File: src/rtl/fp_cmp_arb.sv
`default_nettype none
// ============================================================================
// Module      : fp_cmp_arb
// Description : Two-requester arbiter that time-shares one combinational FP
//               comparator; one operation in flight, sticky flag accumulator.
// Revision    : 1.0 - initial release
// ============================================================================
module fp_cmp_arb #(
    parameter int RR_EN = 1
) (
    input  logic        clock,
    input  logic        reset,
    input  logic        req0_valid,
    output logic        req0_ready,
    input  logic [32:0] req0_data1,
    input  logic [32:0] req0_data2,
    input  logic [2:0]  req0_rm,
    input  logic [9:0]  req0_class1,
    input  logic [9:0]  req0_class2,
    input  logic        req1_valid,
    output logic        req1_ready,
    input  logic [32:0] req1_data1,
    input  logic [32:0] req1_data2,
    input  logic [2:0]  req1_rm,
    input  logic [9:0]  req1_class1,
    input  logic [9:0]  req1_class2,
    output logic        rsp0_valid,
    input  logic        rsp0_ready,
    output logic [31:0] rsp0_result,
    output logic [4:0]  rsp0_flags,
    output logic        rsp1_valid,
    input  logic        rsp1_ready,
    output logic [31:0] rsp1_result,
    output logic [4:0]  rsp1_flags,
    output logic [32:0] cmp_data1,
    output logic [32:0] cmp_data2,
    output logic [2:0]  cmp_rm,
    output logic [9:0]  cmp_class1,
    output logic [9:0]  cmp_class2,
    input  logic [31:0] cmp_result,
    input  logic [4:0]  cmp_flags,
    output logic [4:0]  flags_acc,
    input  logic        flags_clr
);

    typedef enum logic [1:0] {
        IDLE = 2'd0,
        EXEC = 2'd1,
        RESP = 2'd2
    } state_t;

    state_t      r_state;
    state_t      w_next;
    logic [32:0] r_data1;
    logic [32:0] r_data2;
    logic [2:0]  r_rm;
    logic [9:0]  r_class1;
    logic [9:0]  r_class2;
    logic        r_owner;
    logic [31:0] r_result;
    logic [4:0]  r_flags;
    logic [4:0]  r_flags_acc;
    logic        w_winner;
    logic        w_accept;
    logic        w_rsp_ready;

    // Ready is gated by reset so nothing appears accepted while held in reset.
    assign w_accept = (r_state == IDLE) && (req0_valid || req1_valid) && !reset;

    generate
        if (RR_EN != 0) begin : g_rr
            logic r_last;

            // Contention goes to the requester that was not granted last.
            assign w_winner = (req0_valid && req1_valid) ? ~r_last : req1_valid;

            always_ff @(posedge clock or posedge reset) begin
                if (reset) begin
                    r_last <= 1'b1;
                end else if (w_accept) begin
                    r_last <= w_winner;
                end
            end
        end else begin : g_fixed
            assign w_winner = ~req0_valid;
        end
    endgenerate

    assign req0_ready  = w_accept && !w_winner;
    assign req1_ready  = w_accept &&  w_winner;
    assign w_rsp_ready = r_owner ? rsp1_ready : rsp0_ready;

    always_comb begin
        w_next = r_state;
        case (r_state)
            IDLE:    if (w_accept) w_next = EXEC;
            EXEC:    w_next = RESP;
            RESP:    if (w_rsp_ready) w_next = IDLE;
            default: w_next = IDLE;
        endcase
    end

    always_ff @(posedge clock or posedge reset) begin
        if (reset) begin
            r_state <= IDLE;
        end else begin
            r_state <= w_next;
        end
    end

    always_ff @(posedge clock or posedge reset) begin
        if (reset) begin
            r_data1  <= '0;
            r_data2  <= '0;
            r_rm     <= '0;
            r_class1 <= '0;
            r_class2 <= '0;
            r_owner  <= 1'b0;
        end else if (w_accept) begin
            r_owner  <= w_winner;
            r_data1  <= w_winner ? req1_data1  : req0_data1;
            r_data2  <= w_winner ? req1_data2  : req0_data2;
            r_rm     <= w_winner ? req1_rm     : req0_rm;
            r_class1 <= w_winner ? req1_class1 : req0_class1;
            r_class2 <= w_winner ? req1_class2 : req0_class2;
        end
    end

    // A clear coinciding with a capture keeps the newly captured flags.
    always_ff @(posedge clock or posedge reset) begin
        if (reset) begin
            r_result    <= '0;
            r_flags     <= '0;
            r_flags_acc <= '0;
        end else begin
            if (r_state == EXEC) begin
                r_result <= cmp_result;
                r_flags  <= cmp_flags;
            end
            if (flags_clr) begin
                r_flags_acc <= (r_state == EXEC) ? cmp_flags : 5'd0;
            end else if (r_state == EXEC) begin
                r_flags_acc <= r_flags_acc | cmp_flags;
            end
        end
    end

    assign cmp_data1   = r_data1;
    assign cmp_data2   = r_data2;
    assign cmp_rm      = r_rm;
    assign cmp_class1  = r_class1;
    assign cmp_class2  = r_class2;
    assign rsp0_valid  = (r_state == RESP) && !r_owner;
    assign rsp1_valid  = (r_state == RESP) &&  r_owner;
    assign rsp0_result = r_result;
    assign rsp1_result = r_result;
    assign rsp0_flags  = r_flags;
    assign rsp1_flags  = r_flags;
    assign flags_acc   = r_flags_acc;

endmodule
`default_nettype wire
File: config.mk
export PLATFORM = sky130hd
export DESIGN_NAME = fp_cmp_arb
export DESIGN_NICKNAME = d
export VERILOG_FILES = /design/src/rtl/fp_cmp_arb.sv
export SDC_FILE = /design/constraint.sdc
export NUM_CORES = 1
export LEC_CHECK = 0
export CAP_MARGIN = 20
export CORE_AREA = 8 8 145 147
export CTS_BUF_LIST = sky130_fd_sc_hd__clkbuf_4
export DETAILED_ROUTE_END_ITERATION = 12
export DIE_AREA = 0 0 153 155
export HOLD_SLACK_MARGIN = 0.02
export PLACE_DENSITY = 0.74
export RECOVER_POWER = 50
export SLEW_MARGIN = 20
export SYNTH_ARGS = -nofsm -noshare
export SYNTH_HDL_FRONTEND = slang
export SYNTH_SLANG_ARGS = --single-unit
File: constraint.sdc
create_clock -name clock -period 9.7 [get_ports clock]
set_clock_uncertainty 0.2 [all_clocks]
set_input_delay 1.94 -clock clock [delete_from_list [all_inputs] [get_ports clock]]
set_output_delay 1.94 -clock clock [all_outputs]
set_load 0.005 [all_outputs]
# Yosys cells after proc, flatten, opt, wreduce, memory -nomap -nowiden
# Index checks and enable logic that the tools add are counted.
# totals
regBits,135
in_bits,222
output_inout_bits,172
wordCells,44
# classes
eq_ne,4
muxes,13
bitwise,2
n_reduce_logical,14
# ops
operator,count
two-way mux 33 bit,2
two-way mux 10 bit,2
two-way mux 5 bit,3
logical AND 1 bit,7
one-hot mux 2 bit (3 select lines),1
bitwise OR 5 bit,1
two-way mux 2 bit,2
"!= test 2 bit, second input constant",2
zero test 1 bit,3
two-way mux 3 bit,1
"equality test 2 x 1 -> 1 bit, second input constant",1
"equality test 2 bit, second input constant",1
zero test 2 bit,1
two-way mux 1 bit,2
AND reduction 2 bit,1
nonzero test 2 bit,1
logical OR 1 bit,1
inverter 1 bit,1

# Logic depth before layout (Yosys ltp)
# Gate-level depths: netlist of the first run.
# depth
ltp_word,5
ltp_mapped,6
depth_no_buf,4

# Worst setup path after synthesis of the first run
# Ideal clock, no wire load.
# synth_path
path_type,in2out
from,input port req0_valid
to,output port req0_ready
arrival_time_ns,2.699
required_time_ns,7.560
path_slack_ns,4.861
stages,4
n_path_buf,2
path_cell_list,clkbuf_1 clkbuf_1 nand3_1 inv_1
# synth_between
elab_chain_len,4
elab_cells_between_ends,7
cone_classes,1 x mux; 6 x reduce/logical
# synth_rtl
element,line_no,rtl
"start, declared",13,"input logic req0_valid,"
logical AND 1 bit or logical OR 1 bit (tied branches),"75, 68",
two-way mux 1 bit or logical AND 1 bit (tied branches),"75, 68",
zero test 1 bit or logical AND 1 bit (tied branches),"89, 68",
logical AND 1 bit (*),89,assign req0_ready = w_accept && !w_winner;
"end, declared",14,"output logic req0_ready,"
# Every way passes the cells marked *; elsewhere a longest branch is shown, timed or not.

# Worst setup path after layout of the first run
# layout_path
from,input port req0_valid
to,"register r_data2[32], in the netlist cmp_data2[32]"
# layout_between
elab_chain_len,3
elab_cells_between_ends,6
cone_classes,2 x mux; 4 x reduce/logical
# layout_rtl
element,line_no,rtl
logical AND 1 bit or logical OR 1 bit (tied branches),"75, 68",
two-way mux 1 bit or logical AND 1 bit (tied branches),"75, 68",
two-way mux 33 bit or logical AND 1 bit (tied branches),"122, 68",
"end signal, assigned",122,r_data2 <= w_winner ? req1_data2 : req0_data2;
"end, declared",55,logic [32:0] r_data2;
# Several ways; a longest one is shown, not always the timed one.
# A chain may end at the register's enable or synchronous reset.

==> PnR_summary.wiki, run 1 <==
{| class="wikitable"
! Metric !! Value
|-
| Final hold viol count || 0
|-
| Net Count, Synth || 860
|-
| Run status || complete, but fails checks
|-
| Post-synthesis share of cell area spent on full adders, half adders and majority gates || 0%
|-
| Via count of the first global-routing pass || 6,392
|-
| Pwr dens || 266.4 mW/mm^2
|-
| Worst endpoint required time || 9.95 ns
|-
| Setup total negative slack || 0 ns
|-
| Die outline area || 0.02372 sq mm
|-
| Max-slew headroom || -207.2%
|-
| Number of standard cells after synthesis || 638
|-
| H-tree levels || 4
|-
| Number of instances resized during post-cts repair || 0
|-
| Global-route wire length before repair || 38,650 um
|-
| Worst path slowest cell || o21ai_0
|-
| Class of the tightest hold or removal check || reg2reg
|-
| Post-CTS setup buffers || 0
|-
| Skew-Pair Late Insertion Delay || 0.52 ns
|-
| Number of different library cells in the post-synthesis netlist || 22
|-
| Max-cap violations || 2
|-
| Violated checks || capacitance limit, slew limit
|-
| CP max stage delay || 3.48 ns
|-
| Multi-input gate area || 0.002227 sq mm
|-
| Buffers & Inverters on Critical Path || 3
|-
| Overall routed net length || 25,190 um
|-
| Critical Path Source || req0_valid
|-
| Startpoint of the most critical hold path || rsp0_flags[2]
|-
| CTS sink cnt || 135
|-
| Proportion of synthesized chip area in sequential cells || 54.83%
|-
| Sequential standard cell area || 0.003379 sq mm
|-
| Total track usage || 20.83%
|-
| Top Family by Delay on Critical Path || compound AO/OA/AOI/OAI gates
|-
| Post-synthesis simple-gate area fraction || 20.46%
|-
| Number of synthesized register bits || 135
|-
| Maximum count of clock buffers along a single path || 2
|-
| Cts hold-fix bufs || 0
|-
| Half-perimeter wire length of the detailed placement result || 18,320 um
|-
| Mux share of post-synthesis cell area || 0.1827%
|-
| Io pins || 394
|-
| Transition time at the pin with the least slew margin || 4.560 ns
|-
| Filler cell count in the final layout || 1,736
|-
| Final estimated routing congestion in global placement || 0.7927
|-
| Critical-path maximum fanout || 91
|-
| Via/cell ratio || 5.044
|-
| Critical path, cell by cell || clkbuf_1, buf_4, o21ai_0, buf_4, a221o_1
|-
| Layout cells sized above 1 || 4.811%
|-
| Post-Syn Area per Cell || 9.661 sq um
|-
| Capturing element type of the critical path || flop
|-
| Post-synthesis compound-gate area fraction || 15.29%
|-
| Most frequent cells in the layout || clkdlybuf4s50_1, nand2_1, dfrtp_1, nor3_1, a221o_1
|-
| Pins over their slew limit || 115
|-
| Arrival time of the worst setup path || 7.13 ns
|-
| Largest family of logic cells by synthesized area || simple AND/OR/NAND/NOR gates
|-
| Synthesized-area fraction occupied by xor and xnor cells || 0%
|-
| Maximum resistive drop on vdd || 0.1045 mV
|-
| Total number of nets in the final design || 1,186
|-
| Area Growth Syn to Fin || 65.41%
|-
| Clock tree root driver cell || clkbuf_4
|-
| Most frequent standard cell in the layout excluding fill and tap cells || clkdlybuf4s50_1
|-
| Clock-pin slew of the registers on the worst-case setup and hold paths || 0.12 ns
|-
| Width of the die || 153 um
|-
| FP Rows || 51
|-
| Achievable clock frequency || 0.1452 GHz
|-
| Minimum clock period || 6.887 ns
|-
| Wire length per cell || 20.72 um
|-
| Initial standard-cell utilization of the core || 32.52%
|-
| Number of nets with antenna violations after detailed routing || 0
|-
| Total gr overflow || 0
|-
| Chip height || 155 um
|-
| Port-buffer cells || 393
|-
| Critical Setup Path Class || in2reg
|-
| Number of detailed-route iterations in the first pass || 4
|-
| Initial DRC count || 382
|-
| Crit start category || input port
|-
| Number of buffers inserted during clock tree synthesis || 17
|-
| Cell area after synthesis || 0.006163 sq mm
|-
| Post-route fraction of the period consumed by the critical path || 71.00%
|-
| Critical R2R Launch || r_state[1]
|-
| Leak pwr || 4.386 nW
|-
| Area of the core || 0.01895 sq mm
|-
| Worst hold slack || 0.3013 ns
|-
| Count of unresolved DRC violations after routing || 0
|-
| TritonCTS clock tree || built
|-
| Ys Warns || 0
|-
| Pin count of the biggest net entering global routing || 92
|-
| Overall via count from detail_route || 6,134
|-
| Antenna violations before repair || 1
|-
| Most Frequent Cell on Critical Path || buf_4
|-
| Setup repair after global routing missed its margin || no
|-
| Final setup viols || 0
|}
==> metal layers <==
layer	up-vias	track usage, %	wire length [um]
li1	2867	-	-
met1	2962	24.21	10090
met2	284	35.15	12480
met3	21	8.322	2202
met4	0	5.749	423
met5	-	0	0
==> worst min-delay path: stages, from the launching register on <==
cell	delay, ns
dfrtp_1	0.37
nand2_1	0.05
nand2_1	0.06
==> sequential cells by signal, indices dropped and copies added (netlist names) <==
name         cells
cmp_rm           3
rsp0_result     32
cmp_data1       33
r_state          2
r_owner          1
cmp_data2       33
rsp0_flags       5
g_rr.r_last      1
cmp_class2      10
cmp_class1      10
flags_acc        5
==> layout make-up <==
type	count	share of cell area (%)
Antenna cell	1	0.02455
Clock buffer	19	1.399
Clock inverter	13	1.203
Inverter	9	0.3436
Multi-Input combinational cell	400	21.85
Sequential cell	135	33.15
Tap cell	238	2.921
Timing Repair Buffer	401	39.11
==> cells in the mapped netlist <==
library cell | n | area, sq um
nand2_1 | 201 | 754.5
dfrtp_1 | 134 | 3353
nor3_1 | 90 | 450.4
a221o_1 | 89 | 890.9
buf_4 | 37 | 277.8
clkbuf_1 | 25 | 93.84
buf_2 | 23 | 115.1
inv_1 | 9 | 33.78
buf_1 | 7 | 26.28
o21ai_0 | 6 | 30.03
nand2b_1 | 3 | 18.77
buf_6 | 2 | 22.52
nor2_1 | 2 | 7.510
nor2b_1 | 2 | 12.51
a21oi_1 | 1 | 5.000
and3_1 | 1 | 6.260
dfstp_2 | 1 | 26.28
mux2_2 | 1 | 11.26
nand3_1 | 1 | 5.000
o21a_1 | 1 | 7.510
o21ai_2 | 1 | 8.760
or3_1 | 1 | 6.260
==> power breakdown <==
part           leakage [nW]  internal, mW  total [mW]  switching (mW)
logic                  2.58         0.818        1.34           0.523
registers              1.67         0.825        1.01           0.186
clock network         0.136         0.136       0.365           0.229
==> path summary, 6_finish.rpt <==
| kind | to | slack [ns] | cells past startpoint |
|---|---|---|---|
| worst min-delay path | rsp0_flags[2] | 0.30 | 2 |
| worst min register to register | rsp0_flags[2] | 0.30 | 2 |
| max in group asynchronous | cmp_data1[19] | 4.58 | 3 |
| min in group asynchronous | cmp_data1[11] | 2.72 | 2 |
| worst max-delay path | cmp_data2[32] | 2.81 | 5 |
| worst max register to register | cmp_data2[32] | 5.65 | 4 |
==> through the flow <==
step           total power, mW  instances  setup WS (ns)  util (%)  cell area [sq um]
6_report                 2.716       1216          2.813     53.79              10190
5_1_grt                  2.894       1216          2.419     53.79              10190
4_1_cts                  2.788       1215          3.349     53.87              10210
3_5_place_dp             2.415       1183          3.362     52.47               9943
3_3_place_gp             2.390       1183          3.387     52.47               9943
2_1_floorplan            1.556        638          3.951         -               6163
==> logic make-up (layout without fill, tap and decap cells) <==
family                 count (synthesis)  count (layout)
AOI/OAI and AO/OA                     98              98
buffers and inverters                103             442
DFF                                  135             135
muxes                                  1               1
other                                  0               1
and+or+nand+nor                      301             301
(Power assumes the default switching activity.)
==> run 2: changes to the inputs <==
CORE_AREA = 8 8 149 151   (was 8 8 145 147)
DIE_AREA = 0 0 157 159   (was 0 0 153 155)
PLACE_DENSITY = 0.71   (was 0.74)
clock period = 6.48 ns   (was 9.7 ns; I/O delays follow)
==> run 2 against run 1 <==
- the run still ends with capacitance limit, slew limit left
- largest power group unchanged
- routed wire length up 2.8%
- via count down 0.39%
- global-route usage down 0.61 points
- die area up 5.3%
- critical path type unchanged
- first-iteration DRC count down 13%
==> PnR_summary.wiki, run 2 (synthesis gave the netlist of run 1 again) <==
{| class="wikitable"
! Metric !! Value
|-
| Final hold viol count || 0 (unchanged)
|-
| Startpoint of the most critical hold path || rsp0_result[16] (was rsp0_flags[2])
|-
| Worst hold slack || 0.3057 ns (was 0.3013 ns)
|-
| Post-CTS setup buffers || 0 (unchanged)
|-
| Class of the tightest hold or removal check || reg2reg (unchanged)
|-
| Count of non-filler cells in the finished layout || 1,249 (was 1,216)
|-
| Area Growth Syn to Fin || 66.08% (was 65.41%)
|-
| Minimum clock period || 4.975 ns
|-
| Antenna violations before repair || 3 (was 1)
|-
| H-tree levels || 4 (unchanged)
|-
| Setup total negative slack || 0 ns (unchanged)
|-
| Overall routed net length || 25,900 um (was 25,190 um)
|-
| Wire length per cell || 20.73 um (was 20.72 um)
|-
| Run status || complete, but fails checks (unchanged)
|-
| CTS sink cnt || 135 (unchanged)
|-
| GR Layer Usage met1 || 21.99% (was 24.21%)
|-
| Most frequent cells in the layout || clkdlybuf4s50_1, nand2_1, dfrtp_1, nor3_1, a221o_1 (unchanged)
|-
| Max-cap violations || 3 (was 2)
|-
| Critical path, cell by cell || buf_2, buf_4, o21ai_1, buf_4, a221o_1 (was clkbuf_1, buf_4, o21ai_0, buf_4, a221o_1)
|-
| CP max stage delay || 2.15 ns (was 3.48 ns)
|-
| Die outline area || 0.02496 sq mm (was 0.02372 sq mm)
|-
| Crit start category || input port (unchanged)
|-
| Maximum resistive drop on vdd || 0.1528 mV (was 0.1045 mV)
|-
| Global Route met3 Usage || 8.523% (was 8.322%)
|-
| Number of cells in the design after placement || 1,214 (was 1,183)
|-
| Achievable clock frequency || 0.2010 GHz
|-
| Global routing met2 resource utilization || 34.35% (was 35.15%)
|-
| Total gr overflow || 0 (unchanged)
|-
| Critical-path maximum fanout || 69 (was 91)
|-
| Port-buffer cells || 393 (unchanged)
|-
| Initial DRC count || 333 (was 382)
|-
| Worst path slowest cell || o21ai_1 (was o21ai_0)
|-
| PnR worst setup slack || 1.505 ns (was 2.813 ns)
|-
| Post-route fraction of the period consumed by the critical path || 76.77%
|-
| Critical R2R Launch || r_state[0] (was r_state[1])
|-
| Post-route cell area || 0.01024 sq mm (was 0.01019 sq mm)
|-
| Post-route core utilization || 51.58% (was 53.79%)
|-
| Overall via count from detail_route || 6,110 (was 6,134)
|-
| Width of the die || 157 um (was 153 um)
|-
| Most Frequent Cell on Critical Path || buf_4 (unchanged)
|-
| Setup slack, reg-to-reg || 3.16 ns (was 5.65 ns)
|-
| Io pins || 394 (unchanged)
|-
| Count of unresolved DRC violations after routing || 0 (unchanged)
|-
| Maximum count of clock buffers along a single path || 2 (unchanged)
|-
| Via count of the first global-routing pass || 6,544 (was 6,392)
|-
| Clock-pin slew of the registers on the worst-case setup and hold paths || 0.12 ns (about the same)
|-
| Pin count of the biggest net entering global routing || 90 (was 92)
|-
| FP Rows || 52 (was 51)
|-
| Number of instances resized during post-cts repair || 0 (unchanged)
|-
| Number of nets with antenna violations after detailed routing || 0 (unchanged)
|-
| Placed instance area || 0.009985 sq mm (was 0.009943 sq mm)
|-
| Arrival time of the worst setup path || 5.25 ns (was 7.13 ns)
|-
| Worst-case hold path end point || rsp0_result[16] (was rsp0_flags[2])
|-
| Initial standard-cell utilization of the core || 31.06% (was 32.52%)
|-
| Tot Pwr || 4.056 mW (was 2.716 mW)
|-
| Layout cells sized above 1 || 4.611% (was 4.811%)
|-
| Max-slew headroom || -161.1% (was -207.2%)
|-
| Leak pwr || 4.382 nW (was 4.386 nW)
|-
| Worst endpoint required time || 6.75 ns (was 9.95 ns)
|-
| Via/cell ratio || 4.892 (was 5.044)
|-
| Most frequent standard cell in the layout excluding fill and tap cells || clkdlybuf4s50_1 (unchanged)
|-
| Worst slack after detailed placement || 1.529 ns (was 3.362 ns)
|-
| Cts hold-fix bufs || 0 (unchanged)
|-
| Critical Setup Path Class || in2reg (unchanged)
|-
| Violated checks || capacitance limit, slew limit (unchanged)
|-
| Total track usage || 20.21% (was 20.83%)
|-
| Half-perimeter wire length of the detailed placement result || 19,300 um (was 18,320 um)
|-
| Transition time at the pin with the least slew margin || 3.895 ns (was 4.560 ns)
|-
| Most Used Layer, Global Route || met2 (unchanged)
|-
| Area of the core || 0.01984 sq mm (was 0.01895 sq mm)
|-
| Cell depth of the worst hold path || 2 (unchanged)
|-
| TritonCTS clock tree || built (unchanged)
|-
| Global-route wire length before repair || 38,940 um (was 38,650 um)
|-
| Total number of nets in the final design || 1,185 (was 1,186)
|-
| Pwr dens || 396.2 mW/mm^2 (was 266.4 mW/mm^2)
|-
| Number of detailed-route iterations in the first pass || 5 (was 4)
|-
| Chip height || 159 um (was 155 um)
|-
| Pins over their slew limit || 165 (was 115)
|-
| Capturing element type of the critical path || flop (unchanged)
|-
| Worst reg2reg endpoint || cmp_data1[12] (was cmp_data2[32])
|-
| Number of buffers inserted during clock tree synthesis || 17 (unchanged)
|-
| Clock tree root driver cell || clkbuf_4 (unchanged)
|-
| Skew-Pair Late Insertion Delay || 0.52 ns (about the same)
|-
| Setup repair after global routing missed its margin || no (unchanged)
|-
| R2R depth || 4 (unchanged)
|-
| Final setup viols || 0 (unchanged)
|-
| Final estimated routing congestion in global placement || 0.8669 (was 0.7927)
|}
## run 2: cell types whose count changed in the layout (fill, tap and decap cells not counted), moves of 2 or more
cell / before / now
diode_2: 1 / 3
clkinvlp_4: 4 / 2
clkdlybuf4s50_1: 315 / 349
clkinv_4: 2 / 5
dlygate4sd3_1: 77 / 43
## run 2: final cells by class
cell class	instances	area, sq um
inverters	9	35.03
repair buffers	400	3981
clock inverters	13	123.9
multi-input cells	400	2228
diodes	3	7.507
well taps	270	337.8
flip-flops and latches	135	3379
clock buffers	19	142.6
fillers	1882	9608
## run 2: per-layer routing
metal,vias to the layer above,share of wire [%]
met4,0,2.7
met5,-,0
met2,318,49
li1,2869,-
met1,2888,37
met3,35,11
## run 2: power by group
group | internal, mW | switching, mW | total, mW
Clock | 0.203 | 0.340 | 0.543
Sequential | 1.23 | 0.278 | 1.51
Combinational | 1.22 | 0.779 | 2.00
Total | 2.66 | 1.40 | 4.06
## run 2: worst max path at each step
stage | from | slack, ns | end | depth (start not counted)
floorplan | reset | 1.37 | cmp_class1[0] | 1
global placement | reset | 1.56 | req1_ready | 4
detailed placement | reset | 1.53 | req1_ready | 4
CTS | reset | 1.52 | req1_ready | 4
global route | req0_valid | 1.14 | cmp_data1[12] | 5
finish | req0_valid | 1.51 | cmp_data1[12] | 5
## run 2: worst max-delay path, delay by kind of cell
| family | cells | cell delay, ns |
|---|---|---|
| AOI/OAI and AO/OA | 2 | 2.42 |
| buffers and inverters | 3 | 1.44 |
